[config.mk]
export PLATFORM = sky130hd
export DESIGN_NAME = lap_holder_flat
export DESIGN_NICKNAME = d
export VERILOG_FILES = /design/src/rtl/lap_holder_pkg.sv /design/src/rtl/lap_holder_if.sv /design/src/rtl/lap_holder_store.sv /design/src/rtl/lap_holder.sv /design/src/flat_wrapper.sv
export SDC_FILE = /design/constraint.sdc
export NUM_CORES = 1
export LEC_CHECK = 0
export ABC_AREA = 1
export CORE_UTILIZATION = 35
export CTS_BUF_LIST = sky130_fd_sc_hd__clkbuf_2
export CTS_CLUSTER_DIAMETER = 30
export DETAILED_ROUTE_END_ITERATION = 8
export SYNTH_ARGS = -nofsm -noshare
export SYNTH_HDL_FRONTEND = slang
export SYNTH_SLANG_ARGS = --single-unit
[constraint.sdc]
create_clock -name clk -period 2.83 [get_ports clk]
set_input_delay 0.566 -clock clk [delete_from_list [all_inputs] [get_ports clk]]
set_output_delay 0.566 -clock clk [all_outputs]
set_load 0.03 [all_outputs]
[src/rtl/lap_holder_pkg.sv]
// Shared mode encoding for the lap holder block.
// Latency: n/a (types and constants only).
// Backpressure: n/a.
package lap_holder_pkg;

  localparam int MODE_W = 2;

  typedef enum logic [MODE_W-1:0] {
    LIVE   = 2'd0,
    FREEZE = 2'd1,
    RECALL = 2'd2
  } mode_t;

endpackage

[src/rtl/lap_holder_if.sv]
// Control/status bundle between a lap holder and its driver.
// Latency: n/a (wires only).
// Backpressure: none; strobes are single-cycle and always accepted.
interface lap_holder_if #(
  parameter int WIDTH = 11,
  parameter int DEPTH = 4,
  localparam int AW   = $clog2(DEPTH)
);
  import lap_holder_pkg::*;

  logic [WIDTH-1:0] data_in;
  logic             pause;
  logic             lap;
  logic             recall;
  logic             clear;
  logic [WIDTH-1:0] data_out;
  mode_t            mode;
  logic [AW:0]      lap_cnt;
  logic [AW-1:0]    rd_idx;
  logic             full;
  logic             overflow;

  modport master (
    output data_in, pause, lap, recall, clear,
    input  data_out, mode, lap_cnt, rd_idx, full, overflow
  );

  modport slave (
    input  data_in, pause, lap, recall, clear,
    output data_out, mode, lap_cnt, rd_idx, full, overflow
  );

endinterface

[src/rtl/lap_holder_store.sv]
// Lap entry storage: DEPTH x WIDTH registers, no reset (contents survive clear/reset).
// Latency: write visible on the cycle after the write edge; read is combinational.
// Backpressure: none; one write per cycle accepted unconditionally.
module lap_store #(
  parameter int WIDTH = 11,
  parameter int DEPTH = 4,
  localparam int AW   = $clog2(DEPTH)
) (
  input  logic             clk,
  input  logic             we,
  input  logic [AW-1:0]    waddr,
  input  logic [WIDTH-1:0] wdata,
  input  logic [AW-1:0]    raddr,
  output logic [WIDTH-1:0] rdata
);

  logic [WIDTH-1:0] mem [DEPTH];

  // capture a lap into its physical slot
  always_ff @(posedge clk) begin
    if (we) begin
      mem[waddr] <= wdata;
    end
  end

  assign rdata = mem[raddr];

endmodule

[src/rtl/lap_holder.sv]
// Stopwatch display holder: live/freeze display, lap capture into a ring, and lap playback.
// Latency: data_out is combinational from data_in/hold_reg/store; state updates on the next edge.
// Backpressure: none; every strobe is acted on (or deliberately ignored) in its own cycle.
module lap_holder
  import lap_holder_pkg::*;
#(
  parameter int WIDTH = 11,
  parameter int DEPTH = 4,
  localparam int AW   = $clog2(DEPTH)
) (
  input  logic clk,
  input  logic rst,
  lap_holder_if.slave bus
);

  localparam logic [AW:0] DEPTH_CNT = (AW+1)'(DEPTH);
  localparam logic [AW:0] ONE_CNT   = (AW+1)'(1);
  localparam logic [AW-1:0] ONE_IDX = AW'(1);

  logic [WIDTH-1:0] hold_reg;
  logic [WIDTH-1:0] rd_dat;
  logic [WIDTH-1:0] data_out_c;

  mode_t            mode_q, mode_n;
  logic [AW:0]      lap_cnt_q, lap_cnt_n;
  logic [AW-1:0]    wr_ptr_q, wr_ptr_n;
  logic [AW-1:0]    rd_idx_q, rd_idx_n;
  logic [AW-1:0]    oldest;
  logic [AW-1:0]    rd_addr;
  logic             ovf_q, ovf_n;
  logic             full_c;
  logic             has_laps;
  logic             at_last;
  logic             lap_we;
  mode_t            exit_mode;

  assign full_c    = (lap_cnt_q == DEPTH_CNT);
  assign has_laps  = (lap_cnt_q != '0);
  assign at_last   = ({1'b0, rd_idx_q} == (lap_cnt_q - ONE_CNT));
  assign exit_mode = bus.pause ? FREEZE : LIVE;

  // once the ring has wrapped, the oldest entry is the one about to be overwritten
  assign oldest  = full_c ? wr_ptr_q : '0;
  assign rd_addr = oldest + rd_idx_q;

  // a lap is dropped during playback, when it collides with recall, or when clear wins
  assign lap_we = bus.lap && !bus.recall && !bus.clear && (mode_q != RECALL);

  // hold register tracks the live count unless paused, regardless of mode
  always_ff @(posedge clk or negedge rst) begin
    if (!rst) begin
      hold_reg <= '0;
    end else if (!bus.pause) begin
      hold_reg <= bus.data_in;
    end
  end

  // mode, pointer and counter state
  always_ff @(posedge clk or negedge rst) begin
    if (!rst) begin
      mode_q    <= LIVE;
      lap_cnt_q <= '0;
      wr_ptr_q  <= '0;
      rd_idx_q  <= '0;
      ovf_q     <= 1'b0;
    end else begin
      mode_q    <= mode_n;
      lap_cnt_q <= lap_cnt_n;
      wr_ptr_q  <= wr_ptr_n;
      rd_idx_q  <= rd_idx_n;
      ovf_q     <= ovf_n;
    end
  end

  // next-state: clear dominates, then mode transitions, then lap capture
  always_comb begin
    mode_n    = mode_q;
    lap_cnt_n = lap_cnt_q;
    wr_ptr_n  = wr_ptr_q;
    rd_idx_n  = rd_idx_q;
    ovf_n     = ovf_q;

    if (bus.clear) begin
      mode_n    = exit_mode;
      lap_cnt_n = '0;
      wr_ptr_n  = '0;
      rd_idx_n  = '0;
      ovf_n     = 1'b0;
    end else begin
      case (mode_q)
        LIVE, FREEZE: begin
          if (bus.recall && has_laps) begin
            mode_n   = RECALL;
            rd_idx_n = '0;
          end else begin
            mode_n = exit_mode;
          end
        end
        RECALL: begin
          // pause only selects where playback returns to
          if (bus.recall) begin
            if (at_last) begin
              mode_n   = exit_mode;
              rd_idx_n = '0;
            end else begin
              rd_idx_n = rd_idx_q + ONE_IDX;
            end
          end
        end
        default: mode_n = LIVE;
      endcase

      if (lap_we) begin
        wr_ptr_n = wr_ptr_q + ONE_IDX;
        if (full_c) begin
          ovf_n = 1'b1;
        end else begin
          lap_cnt_n = lap_cnt_q + ONE_CNT;
        end
      end
    end
  end

  // displayed value selected by mode with no added latency
  always_comb begin
    data_out_c = bus.data_in;
    case (mode_q)
      LIVE:    data_out_c = bus.data_in;
      FREEZE:  data_out_c = hold_reg;
      RECALL:  data_out_c = rd_dat;
      default: data_out_c = bus.data_in;
    endcase
  end

  lap_store #(
    .WIDTH (WIDTH),
    .DEPTH (DEPTH)
  ) u_store (
    .clk   (clk),
    .we    (lap_we),
    .waddr (wr_ptr_q),
    .wdata (data_out_c),
    .raddr (rd_addr),
    .rdata (rd_dat)
  );

  assign bus.data_out = data_out_c;
  assign bus.mode     = mode_q;
  assign bus.lap_cnt  = lap_cnt_q;
  assign bus.rd_idx   = rd_idx_q;
  assign bus.full     = full_c;
  assign bus.overflow = ovf_q;

endmodule

[src/flat_wrapper.sv]
// flat-port wrapper written by rule: the top's interface ports become plain ports
module lap_holder_flat import lap_holder_pkg::*;
#(
  parameter int WIDTH = 11,
  parameter int DEPTH = 4,
  localparam int AW   = $clog2(DEPTH)
)
  (clk, rst, bus_data_in, bus_pause, bus_lap, bus_recall, bus_clear, bus_data_out, bus_mode, bus_lap_cnt, bus_rd_idx, bus_full, bus_overflow);
  lap_holder_if #(.WIDTH(WIDTH), .DEPTH(DEPTH)) bus_i ();
  input  logic clk;
  input  logic rst;
  input wire logic [$bits(bus_i.data_in)-1:0] bus_data_in;
  input wire logic [$bits(bus_i.pause)-1:0] bus_pause;
  input wire logic [$bits(bus_i.lap)-1:0] bus_lap;
  input wire logic [$bits(bus_i.recall)-1:0] bus_recall;
  input wire logic [$bits(bus_i.clear)-1:0] bus_clear;
  output wire logic [$bits(bus_i.data_out)-1:0] bus_data_out;
  output wire logic [$bits(bus_i.mode)-1:0] bus_mode;
  output wire logic [$bits(bus_i.lap_cnt)-1:0] bus_lap_cnt;
  output wire logic [$bits(bus_i.rd_idx)-1:0] bus_rd_idx;
  output wire logic [$bits(bus_i.full)-1:0] bus_full;
  output wire logic [$bits(bus_i.overflow)-1:0] bus_overflow;
  assign bus_i.data_in = bus_data_in;
  assign bus_i.pause = bus_pause;
  assign bus_i.lap = bus_lap;
  assign bus_i.recall = bus_recall;
  assign bus_i.clear = bus_clear;
  assign bus_data_out = bus_i.data_out;
  assign bus_mode = bus_i.mode;
  assign bus_lap_cnt = bus_i.lap_cnt;
  assign bus_rd_idx = bus_i.rd_idx;
  assign bus_full = bus_i.full;
  assign bus_overflow = bus_i.overflow;
  lap_holder #(.WIDTH(WIDTH), .DEPTH(DEPTH)) u_core (.clk(clk), .rst(rst), .bus(bus_i));
endmodule
==> implementation parameters, run 1 <==
Parameter                              Value

Timing
  TNS Setup ... -1.940 ns
  RSZ-0062 raised after global routing ... yes
  Setup violation total in the final timing report ... 11
  Worst-Margin Slew ... 0.4764 ns
  Fin Clk Skew ... 0.02392 ns
  Maximum achievable frequency ... 327.7 MHz
  Post-route setup slack ... -0.2218 ns
  Clock period minus final worst setup slack ... 3.052 ns
  Post-route fraction of the period consumed by the critical path ... 107.8%
  Number of hold violations in the final report ... 0
  Relative slew slack ... 68.21%
  Number of pins with negative max-slew slack in the final report ... 0

Critical path
  Category of the worst setup path launch point ... flop
  Endpoint of the worst-slack reg-to-reg timing path ... u_core.u_store.mem[2][10]$_DFFE_PP_
  Reg2reg setup slack ... 0.52 ns
  Critical Path Start ... u_core.bus.lap_cnt[0]$_DFFE_PN0P_
  Category of the most critical setup path ... reg -> out
  Reg2reg path depth ... 13
  Worst path arrival time ... 2.49 ns
  Required time of the critical path ... 2.26 ns
  Crit Reg-Reg Startpoint ... u_core.bus.lap_cnt[0]$_DFFE_PN0P_
  Crit path max fanout ... 5
  Critical path endpoint category ... output pin

GRT
  Remaining global-route overflow ... 0
  Initial antenna violation count ... 0
  Total routing resource utilization after global routing ... 16.88%
  Largest net degree at the start of global routing ... 22
  Vias in the first global route ... 2501
  Global-route wire length before repair ... 12450 um

CTS
  Clock root buffer master ... clkbuf_2
  TritonCTS clock tree ... built
  CTS H-tree lvls ... 3
  Number of buffers added to fix hold violations after cts ... 0
  Clock insertion delay at the later pin of the skew report ... 0.50 ns
  Cts bufs inserted ... 9
  Max clock buf depth ... 2
  CTS clk-pin slew, worst paths ... 0.19 ns
  Total number of clock tree sinks ... 65

Place
  Number of buffers inserted by port buffering ... 36
  Post-placement cell count ... 471
  Pre-CTS setup slack ... 0.04326 ns
  Weighted congestion reported at the end of routability-driven placement ... 0.8147
  Half-perimeter wire length after detailed placement ... 5133 um

Synth
  Average cell area after synthesis ... 10.44 um^2
  Total of flip-flops plus latches after synthesis ... 65
  Summed instance area of the synthesized netlist ... 3308 um^2
  Count of distinct cell types in the synthesized netlist ... 30
  Most used DFF post-synth ... edfxtp_1
  Nets in the synthesized netlist ... 346
  Sequential share of the synthesized area ... 55.82%
  Cell count after synthesis ... 317
  Number of enable-type register cells in the synthesized netlist ... 44
  Warnings, synthesis ... 0
  Fraction of registers with async set/reset ... 32.31%

Run
  Max Cap Viol ... 0

Cells and area
  Synthesis-to-layout area growth ... 38.88%
  Share of post-route cells with drive strength above 1 ... 35.29%
  Number of diodes added for antenna fixing ... 0
  Max FFs per register ... 44
  Post-route insts no fill ... 519
  Final net count ... 432
  Fill count ... 854

Power
  Clock share of power ... 26.3%
  Total power draw ... 0.002719 W
  Seq pwr share ... 41.1%
  Share of total power consumed by net switching ... 31.43%
  Internal power ... 0.001864 W
  Peak supply drop ... 0.0002245 V
  Pwr/cell area ... 591.8 nW/um^2
  Leakage power figure ... 1.905 nW
  Switching power ... 0.0008546 W
  Power share of the combinational group ... 32.7%

Routing
  Drt first pass iters ... 4
  Number of nets with antenna violations after detailed routing ... 0
  Starting DRC count in detailed routing ... 132
  Vias post-DR ... 2565
  Number of remaining DRC errors ... 0
  Detailed-route wire length per cell ... 15.97 um
  Detail-routed via count per cell ... 4.942
  Final WL ... 8286 um

Floorplanning
  Area of the die ... 9845 um^2
  Num ports ... 37
  Die Ht ... 99.22 um
  Initial core utilization ... 35.97%
  Width of the chip ... 99.22 um
  Standard cell core area ... 9196 um^2
  Site Rows ... 35

Outcome
  Outcome ... finished with violations
  Failing checks ... negative setup slack

Hold path
  HP Class ... in -> async
-- per-stage QoR --
step | cell area (um^2) | hold slack, ns | util, %
after global placement | 3904 | 0.4762 | 42.45
after global routing | 4594 | 0.3934 | 49.96
final | 4594 | 0.4023 | 49.96
after floorplan | 3387 | 0.2704 | -
after CTS | 4239 | 0.3960 | 46.10
after detailed placement | 3904 | 0.4822 | 42.45
-- timing repair --
item	4_1_cts	5_1_grt
cloned	2	2
hold endpoints to repair	0	0
pin swaps	17	30
setup endpoints to repair	12	12
resized for setup	23	57
setup buffers	13	15
-- placed cells by master, fill, tap and decap left out, types with 10 or more instances in the layout --
cell,netlist,layout
nand3_2,12,12
dfrtp_1,21,21
nor2_1,24,23
ha_1,12,10
inv_1,30,26
buf_4,1,40
nand3_1,18,14
a21oi_1,15,14
a21oi_4,0,11
buf_6,3,18
clkdlybuf4s50_1,0,24
nand2_1,60,54
mux2_2,11,11
edfxtp_1,44,44
o21ai_0,18,11
-- area by class of cell --
type	count	area, um^2	area share, %
inverters	35	133.9	2.914
clock buffers	9	45.04	0.9804
well taps	111	138.9	3.023
multi-input cells	206	1505	32.76
repair buffers	86	815.8	17.76
clock inverters	7	108.9	2.369
flip-flops and latches	65	1847	40.20
-- per-layer routing --
layer  GRT usage [%]  routed length (um)  vias to the layer above  part of all wire [%]
li1                -                   -                     1240                     -
met4           7.466                 136                        0                   1.6
met5               0                   0                        -                     0
met2           27.46                4002                       68                    48
met1           22.29                3804                     1244                    46
met3           2.741                 343                       13                   4.1
-- synth_stat cells (4+ instances only) --
cell type  instances  share of area (%)
nand3_2           12                3.6
o21ai_0           18                2.7
buf_2              4               0.61
a21oi_2           10                2.6
mux2_2            11                3.7
ha_1              12                4.5
a21boi_0           6                1.4
dfrtp_1           21                 16
nand3_1           18                2.7
inv_2              4               0.45
or2_2              5               0.95
a21oi_1           15                2.3
nand2_1           60                6.8
edfxtp_1          44                 40
nor2_1            24                2.7
inv_1             30                3.4
and2_0             5               0.95
-- logic make-up (layout without fill, tap and decap cells) --
kind of cell	Yosys count	in the layout	share of synthesized area (%)
buffers and inverters	47	137	6.921
AOI/OAI and AO/OA	52	52	9.644
muxes	11	11	3.744
adders and majority gates	12	12	4.538
and+or+nand+nor	130	131	19.33
DFF	65	65	55.82
-- power groups by stage --
stage,registers (W),clock network [W],logic [W]
floorplan,0.00115,0,0.000432
global placement,0.00113,0,0.000656
detailed placement,0.00113,0,0.000669
CTS,0.00111,0.000722,0.000758
global route,0.00112,0.000769,0.000955
finish,0.00112,0.000714,0.000888
-- worst max-delay path: stages, from the launching register on --
cell	delay (ns)
dfrtp_1	0.43
inv_2	0.09
ha_4	0.16
nand2_4	0.06
nor2_4	0.10
ha_4	0.24
inv_4	0.08
buf_4	0.10
nand2_1	0.03
and2_1	0.14
nand3_2	0.10
nand3_4	0.08
a21oi_4	0.22
buf_6	0.16
-- how the worst max path moves through the flow --
| stage | slack (ns) | cells past startpoint | end |
|---|---|---|---|
| 2_1_floorplan | -0.01 | 11 | bus_data_out[5] |
| 3_3_place_gp | 0.13 | 13 | bus_data_out[1] |
| 5_1_grt | -0.35 | 13 | bus_data_out[5] |
| 6_report | -0.22 | 13 | bus_data_out[5] |
| 3_5_place_dp | 0.04 | 13 | bus_data_out[1] |
| 4_1_cts | -0.36 | 12 | bus_data_out[6] |
Power figures use the tool's default switching activity.
==> inputs of run 2 (changes only) <==
- SLEW_MARGIN: not set -> 10
==> results of run 2 <==
No change in the layout: final DEF, timing and power equal those of run 1.
